==> src/rtl/iob_div_subshift.sv <==
// Multi-cycle restoring divider producing one quotient bit per cycle.
// Supports unsigned and two's-complement signed operands behind a level-sensitive en/done handshake.
module iob_div_subshift #(
  parameter int unsigned DATA_W = 32
) (
  input  logic              clk,
  input  logic              rst_n,
  input  logic              en,
  input  logic              sign,
  input  logic [DATA_W-1:0] dividend,
  input  logic [DATA_W-1:0] divisor,
  output logic              done,
  output logic [DATA_W-1:0] quotient,
  output logic [DATA_W-1:0] remainder
);

  localparam int unsigned CNT_W = (DATA_W > 2) ? $clog2(DATA_W) : 1;

  typedef enum logic [1:0] {
    S_IDLE = 2'd0,
    S_RUN  = 2'd1,
    S_FIX  = 2'd2,
    S_DONE = 2'd3
  } state_t;

  state_t state_q, state_nxt;

  logic [CNT_W-1:0]  cnt_q;
  logic [DATA_W-1:0] dvd_q;   // dividend bits shift out the top, quotient bits shift in the bottom
  logic [DATA_W-1:0] rem_q;
  logic [DATA_W-1:0] dvs_q;
  logic              neg_q_q;
  logic              neg_r_q;
  logic              dvz_q;

  logic              load_c;
  logic              step_c;
  logic              fix_c;
  logic [DATA_W:0]   prem_c;
  logic [DATA_W:0]   diff_c;
  logic              ge_c;

  function automatic logic [DATA_W-1:0] mag(input logic s, input logic [DATA_W-1:0] x);
    return (s && x[DATA_W-1]) ? (DATA_W'(0) - x) : x;
  endfunction

  // State register
  always_ff @(posedge clk or negedge rst_n) begin
    if (!rst_n) state_q <= S_IDLE;
    else        state_q <= state_nxt;
  end

  // Next-state logic; dropping en anywhere past IDLE aborts back to IDLE
  always_comb begin
    state_nxt = state_q;
    unique case (state_q)
      S_IDLE: if (en) state_nxt = S_RUN;
      S_RUN: begin
        if (!en)                              state_nxt = S_IDLE;
        else if (cnt_q == CNT_W'(DATA_W - 1)) state_nxt = S_FIX;
      end
      S_FIX:  state_nxt = en ? S_DONE : S_IDLE;
      S_DONE: if (!en) state_nxt = S_IDLE;
      default: state_nxt = S_IDLE;
    endcase
  end

  // Datapath strobes and the restoring step
  always_comb begin
    load_c = 1'b0;
    step_c = 1'b0;
    fix_c  = 1'b0;
    unique case (state_q)
      S_IDLE:  load_c = en;
      S_RUN:   step_c = en;
      S_FIX:   fix_c  = en;
      default: ;
    endcase
    prem_c = {rem_q, dvd_q[DATA_W-1]};
    diff_c = prem_c - {1'b0, dvs_q};
    ge_c   = (prem_c >= {1'b0, dvs_q});
  end

  // Operand capture and iteration registers
  always_ff @(posedge clk or negedge rst_n) begin
    if (!rst_n) begin
      cnt_q   <= '0;
      dvd_q   <= '0;
      rem_q   <= '0;
      dvs_q   <= '0;
      neg_q_q <= 1'b0;
      neg_r_q <= 1'b0;
      dvz_q   <= 1'b0;
    end else if (load_c) begin
      cnt_q   <= '0;
      dvd_q   <= mag(sign, dividend);
      rem_q   <= '0;
      dvs_q   <= mag(sign, divisor);
      neg_q_q <= sign & (dividend[DATA_W-1] ^ divisor[DATA_W-1]);
      neg_r_q <= sign & dividend[DATA_W-1];
      dvz_q   <= (divisor == '0);
    end else if (step_c) begin
      cnt_q <= cnt_q + CNT_W'(1);
      rem_q <= ge_c ? diff_c[DATA_W-1:0] : prem_c[DATA_W-1:0];
      dvd_q <= {dvd_q[DATA_W-2:0], ge_c};
    end
  end

  // Result registers; divide-by-zero forces an all-ones quotient regardless of signs
  always_ff @(posedge clk or negedge rst_n) begin
    if (!rst_n) begin
      quotient  <= '0;
      remainder <= '0;
      done      <= 1'b0;
    end else begin
      done <= (state_nxt == S_DONE);
      if (fix_c) begin
        quotient  <= dvz_q   ? '1 :
                     neg_q_q ? (DATA_W'(0) - dvd_q) : dvd_q;
        remainder <= neg_r_q ? (DATA_W'(0) - rem_q) : rem_q;
      end
    end
  end

endmodule

==> config.mk <==
export PLATFORM = sky130hd
export DESIGN_NAME = iob_div_subshift
export DESIGN_NICKNAME = d
export VERILOG_FILES = /design/src/rtl/iob_div_subshift.sv
export SDC_FILE = /design/constraint.sdc
export NUM_CORES = 1
export LEC_CHECK = 0
export CAP_MARGIN = 20
export CELL_PAD_IN_SITES_DETAIL_PLACEMENT = 1
export CELL_PAD_IN_SITES_GLOBAL_PLACEMENT = 2
export CORE_MARGIN = 4
export CORE_UTILIZATION = 34
export CTS_CLUSTER_SIZE = 40
export DETAILED_ROUTE_END_ITERATION = 16
export PLACE_DENSITY_LB_ADDON = 0.1
export SLEW_MARGIN = 20
export SYNTH_ARGS = -nofsm -noshare
export SYNTH_HDL_FRONTEND = slang
export SYNTH_SLANG_ARGS = --single-unit
==> constraint.sdc <==
create_clock -name clk -period 4.35 [get_ports clk]
set_clock_uncertainty 0.15 [all_clocks]
set_input_delay 1.305 -clock clk [delete_from_list [all_inputs] [get_ports clk]]
set_output_delay 1.305 -clock clk [all_outputs]
set_load 0.02 [all_outputs]
* Word level (Yosys, flattened, before mapping)
Index checks and enable logic that the tools add are counted.
Widths: inputs -> output; s select.
** Word-level totals
- Bits in registers :: 171
- Bits in latches :: 0
- Memory bits (writable) :: 0
- Memory bits (read-only) :: 0
- Bits of input ports :: 68
- Logic and storage cells :: 52
- Memories :: 0
** Cells by class
- $add $sub $neg :: 6
- Multipliers :: 0
- Divide/modulo/power cells :: 0
- Order comparisons :: 1
- Eq/ne operators :: 5
- Shift-type cells :: 0
- Multiplexer cells :: 21
- Bitwise logic cells :: 3
- Reductions and logical operators :: 5
** Operators by type and width (number)
- $mux 32 :: 10
- $sub 1x32->32 const A :: 4
- $ge 33x32->1 :: 1
- $logic_not 32->1 :: 1
- $sub 32x32->32 :: 1
- $mux 2 :: 5
- $mux 5 :: 2
- $pmux 2 s4 :: 1
- $eq 2x2->1 const B :: 3
- $add 5x1->5 const B :: 1
- $eq 5x5->1 const B :: 1
- $mux 1 :: 3
- $and 1x1->1 :: 2
- $eq 2x1->1 const B :: 1
- $logic_and 1x1->1 :: 2
- $logic_not 2->1 :: 1
- $reduce_bool 2->1 :: 1
- $xor 1x1->1 :: 1

* Logic depth before layout (Yosys ltp)
- Depth after elaboration :: 5
- Mapped depth :: 14
- Gate-level depth less buffers :: 13

* Worst setup path after synthesis
OpenSTA, ideal clock, no wires.
- Kind :: input -> register
- From :: in divisor[6]
- To :: reg dvs_q[29]
- Library setup time :: 134 ps
- Arrival time :: 3629 ps
- Data required time :: 4066 ps
- Slack :: 437 ps
- Cell stages on the path :: 9
- Path buffers :: 0
- Cells stage by stage :: or4_1 -> nor4_2 -> nand2_1 -> nor4_1 -> nand2_1 -> or4_1 -> o31ai_1 -> xor2_1 -> o21ai_0
** On the way
- Cells in the longest elaborated chain, start to end :: 2
** Ends and longest elaborated chain
- start, declared :: RTL line 11 : input logic [DATA_W-1:0] divisor,
- $sub 1x32->32 :: RTL line 44 : return (s && x[DATA_W-1]) ? (DATA_W'(0) - x) : x;
- $mux 32 :: RTL line 44
- end signal, assigned :: RTL line 98 : dvs_q <= mag(sign, divisor);
- end, declared :: RTL line 31 : logic [DATA_W-1:0] dvs_q;
No other way between the ends.
A chain may end at the register's enable or synchronous reset.

* Worst setup path after layout
Same ends and word-level chain as after synthesis.

==> flow_summary_export.csv <==
group,metric,value,unit
run_status,outcome,"finished clean",
worst_setup_path,max_stage_delay,580,ps
routing,drcViolationCount,0,
cells_and_area,fillCellCount,3796,
synth,synth_flop_cell,"dfrtp_1",
hold_path,min_path_type,"reg -> reg",
synth,async_flop_share,100,%
sta,whs,321,ps
die,rows,65,
routing,first_iter_violations,507,
power_and_ir_drop,switching_power,0.00149,W
die,fp.dieW,188,um
worst_setup_path,path_cells,"clkdlybuf4s50_1 -> or4_1 -> nor4_2 -> nand2_1 -> nor4_1 -> buf_4 -> nand2_1 -> or4_1 -> o31ai_1 -> xor2_1 -> o21ai_0",
clock_tree,post-cts-setup-buffer-count,0,
place,io_buffers,132,
clock_tree,clock_latency,440,ps
grt,track_usage,18.9,%
die,initial_core_util,34.7,%
synth,ys_seq_area_share,38.7,%
die,dieHeight,188,um
die,coreArea,31800,sq um
grt,grt_pass1_wl,54.7,mm
clock_tree,cts-buffers-inserted,17,
routing,routed_wl,33.3,mm
power_and_ir_drop,combPwrFrac,24.6,%
clock_tree,clock-root-buffer,"clkbuf_16",
clock_tree,path_clk_slew,70,ps
routing,wl_per_cell,17.5,um
synth,synth-edff-count,0,
cells_and_area,antenna_cells,0,
synth,netlist_area,11000,sq um
clock_tree,ctsLongestPathBuffers,2,
sta,fmax,251,MHz
worst_setup_path,cpMaxStageDelayCell,"or4_1",
sta,min_period,3980,ps
power_and_ir_drop,p_per_area,332,nW/um^2
sta,grt_setup_unrepaired,"false",
grt,grt_pass1_vias,9869,
grt,grt_max_degree,88,
power_and_ir_drop,power_leakage,6.14,nW
cells_and_area,seqCellArea,4280,sq um
synth,mappedNetlistNets,1422,
cells_and_area,layout_commonest_cell,"nand2_1",
sta,setup_viol,0,
grt,grt-ovfl-total,0,
routing,vias,9682,
routing,antenna_left,0,
power_and_ir_drop,p_int,0.00304,W
worst_setup_path,end_kind,"flip-flop",
power_and_ir_drop,peakVddDrop,0.274,mV
sta,final.period_utilization,91.5,%
grt,antenna_found_initial,0,
clock_tree,cts_hold_buf,0,
flow_run,cap_violations,0,
place,gp_congestion,0.860,
clock_tree,htreeDepth,4,
sta,worst_slew_pin_slew,1050,ps
synth,avgSynthCellArea,8.40,sq um
sta,drv_slew,0,
power_and_ir_drop,p_clk_share,33.7,%
cells_and_area,multi_input_area,6320,sq um
clock_tree,cts_tree,"built",
cells_and_area,post_route_cells_drive_above_1_share,6.70,%
die,num_io_pins,133,
power_and_ir_drop,p_sw_share,32.9,%
synth,ys_ff_latch,171,
routing,viasPerCell,5.10,
sta,hold_viol_final,0,
cells_and_area,area_growth,23.6,%
place,pre_cts_slack,-122,ps
worst_setup_path,crit_buf_inv,2,
synth,synth_cell_types,65,
die,die_area,35400,sq um
place,dp_hpwl,25.2,mm
worst_setup_path,cp_max_fo,3,
sta,max_slew_margin,30.1,%
sta,layout_setup_ws,370,ps
synth,postSynthCellCount,1315,
cells_and_area,postLayoutCoreUtil,43.0,%
clock_tree,cts_resized,0,
worst_setup_path,critPathRequiredTime,4510,ps
routing,drt_first_pass_iters,7,
worst_setup_path,crit_type,"in -> reg",
synth,ys_warn_count,0,
worst_setup_path,crit_arrival,4140,ps
clock_tree,cts.sinks,171,
worst_setup_path,critPathTopFamily,"simple AND/OR/NAND/NOR gates",
cells_and_area,final_cell_mix,"nand2_1 (191), o21ai_0 (174), dfrtp_1 (170)",
worst_setup_path,worstSetupStartpointType,"input port",
cells_and_area,nets,1557,
power_and_ir_drop,p_seq_share,41.8,%
==> worst paths after layout <==
kind	slack (ps)	end	cells past startpoint	start
max reg2reg	580	rem_q[11]$_DFFE_PN0P_	11	rem_q[2]$_DFFE_PN0P_
max	370	dvs_q[29]$_DFFE_PN0P_	11	divisor[6]
min in group asynchronous	780	remainder[8]$_DFFE_PN0P_	1	rst_n
max in group asynchronous	2450	rem_q[2]$_DFFE_PN0P_	2	rst_n
min reg2reg	320	quotient[0]$_DFFE_PN0P_	2	quotient[0]$_DFFE_PN0P_
min	320	quotient[0]$_DFFE_PN0P_	2	quotient[0]$_DFFE_PN0P_
==> power by group through the flow <==
stage	clock network, W	registers, W	logic, W
3_3_place_gp	0	0.00192	0.00110
2_1_floorplan	0	0.00190	0.000691
3_5_place_dp	0	0.00192	0.00112
6_report	0.00153	0.00189	0.00111
4_1_cts	0.00157	0.00189	0.00113
5_1_grt	0.00164	0.00192	0.00126
==> Yosys cell counts, types with 5 or more instances <==
| library cell | instances | area (sq um) |
|---|---|---|
| nor4_1 | 13 | 81.3 |
| nand3_1 | 18 | 90.1 |
| xnor2_1 | 58 | 508 |
| ha_1 | 38 | 475 |
| o31ai_1 | 26 | 195 |
| xor2_1 | 84 | 736 |
| mux2i_1 | 28 | 280 |
| a21oi_1 | 101 | 505 |
| a21boi_0 | 5 | 37.5 |
| o41ai_1 | 13 | 114 |
| a32oi_1 | 6 | 52.6 |
| nand2b_1 | 13 | 81.3 |
| o21ai_0 | 174 | 871 |
| or3_1 | 12 | 75.1 |
| a211oi_1 | 8 | 60.1 |
| o22a_1 | 8 | 70.1 |
| inv_1 | 53 | 199 |
| clkbuf_1 | 63 | 236 |
| nor3_1 | 17 | 85.1 |
| dfrtp_1 | 171 | 4280 |
| nor2b_1 | 7 | 43.8 |
| nand2_1 | 191 | 717 |
| a31oi_1 | 5 | 31.3 |
| a22o_1 | 5 | 43.8 |
| and2_1 | 9 | 56.3 |
| and3_1 | 10 | 62.6 |
| nand4_1 | 6 | 37.5 |
| or4_1 | 13 | 97.6 |
| a21o_1 | 21 | 158 |
| nor2_1 | 90 | 338 |
| o21a_1 | 5 | 37.5 |
==> cells by family after synthesis <==
logic type                 count (synthesis)  synth area share, %
AOI/OAI and AO/OA                        399                 21.5
xor gates and xnor gates                 142                 11.3
adders and majority gates                 39                 4.49
buffers and inverters                    120                 4.10
DFF                                      171                 38.7
muxes                                     30                 2.74
and+or+nand+nor                          414                 17.2
==> worst reg2reg max path, delay by kind of cell (launching register included) <==
kind            cells  cell delay [ps]
mux                 1              250
compound gates      8             2140
fa+ha+maj           1              390
buf+inv             1              250
flops               1              450
==> per-stage QoR <==
stage / setup TNS [ps] / power, W / instances / area (sq um)
finish: 0 / 0.00453 / 1898 / 13700
global route: 0 / 0.00481 / 1898 / 13700
CTS: 0 / 0.00459 / 1898 / 13700
detailed placement: -404 / 0.00304 / 1866 / 13100
global placement: -166 / 0.00302 / 1866 / 13100
floorplan: 0 / 0.00259 / 1315 / 11000
==> final cells by class <==
cell class / instances / share of cell area, %
inverter: 53 / 1.46
timing repair buffer: 183 / 12.8
sequential: 171 / 31.3
clock buffer: 20 / 3.34
tap: 435 / 3.98
clock inverter: 12 / 0.815
multi-input combinational: 1024 / 46.3
==> layer usage <==
metal	vias to the layer above	track usage, %	part of all wire (%)
li1	4893	-	-
met3	19	2.56	2.9
met4	0	3.64	0.82
met2	125	27.7	42
met5	-	0	0
met1	4645	29.6	55
==> registers in the layout, indices dropped and copies added (netlist names) <==
name       count
dvd_q         32
dvs_q         32
quotient      32
rem_q         32
remainder     32
cnt_q          5
state_q        2
done           1
dvz_q          1
neg_q_q        1
neg_r_q        1
No activity file was read; power rests on OpenSTA's default activity.
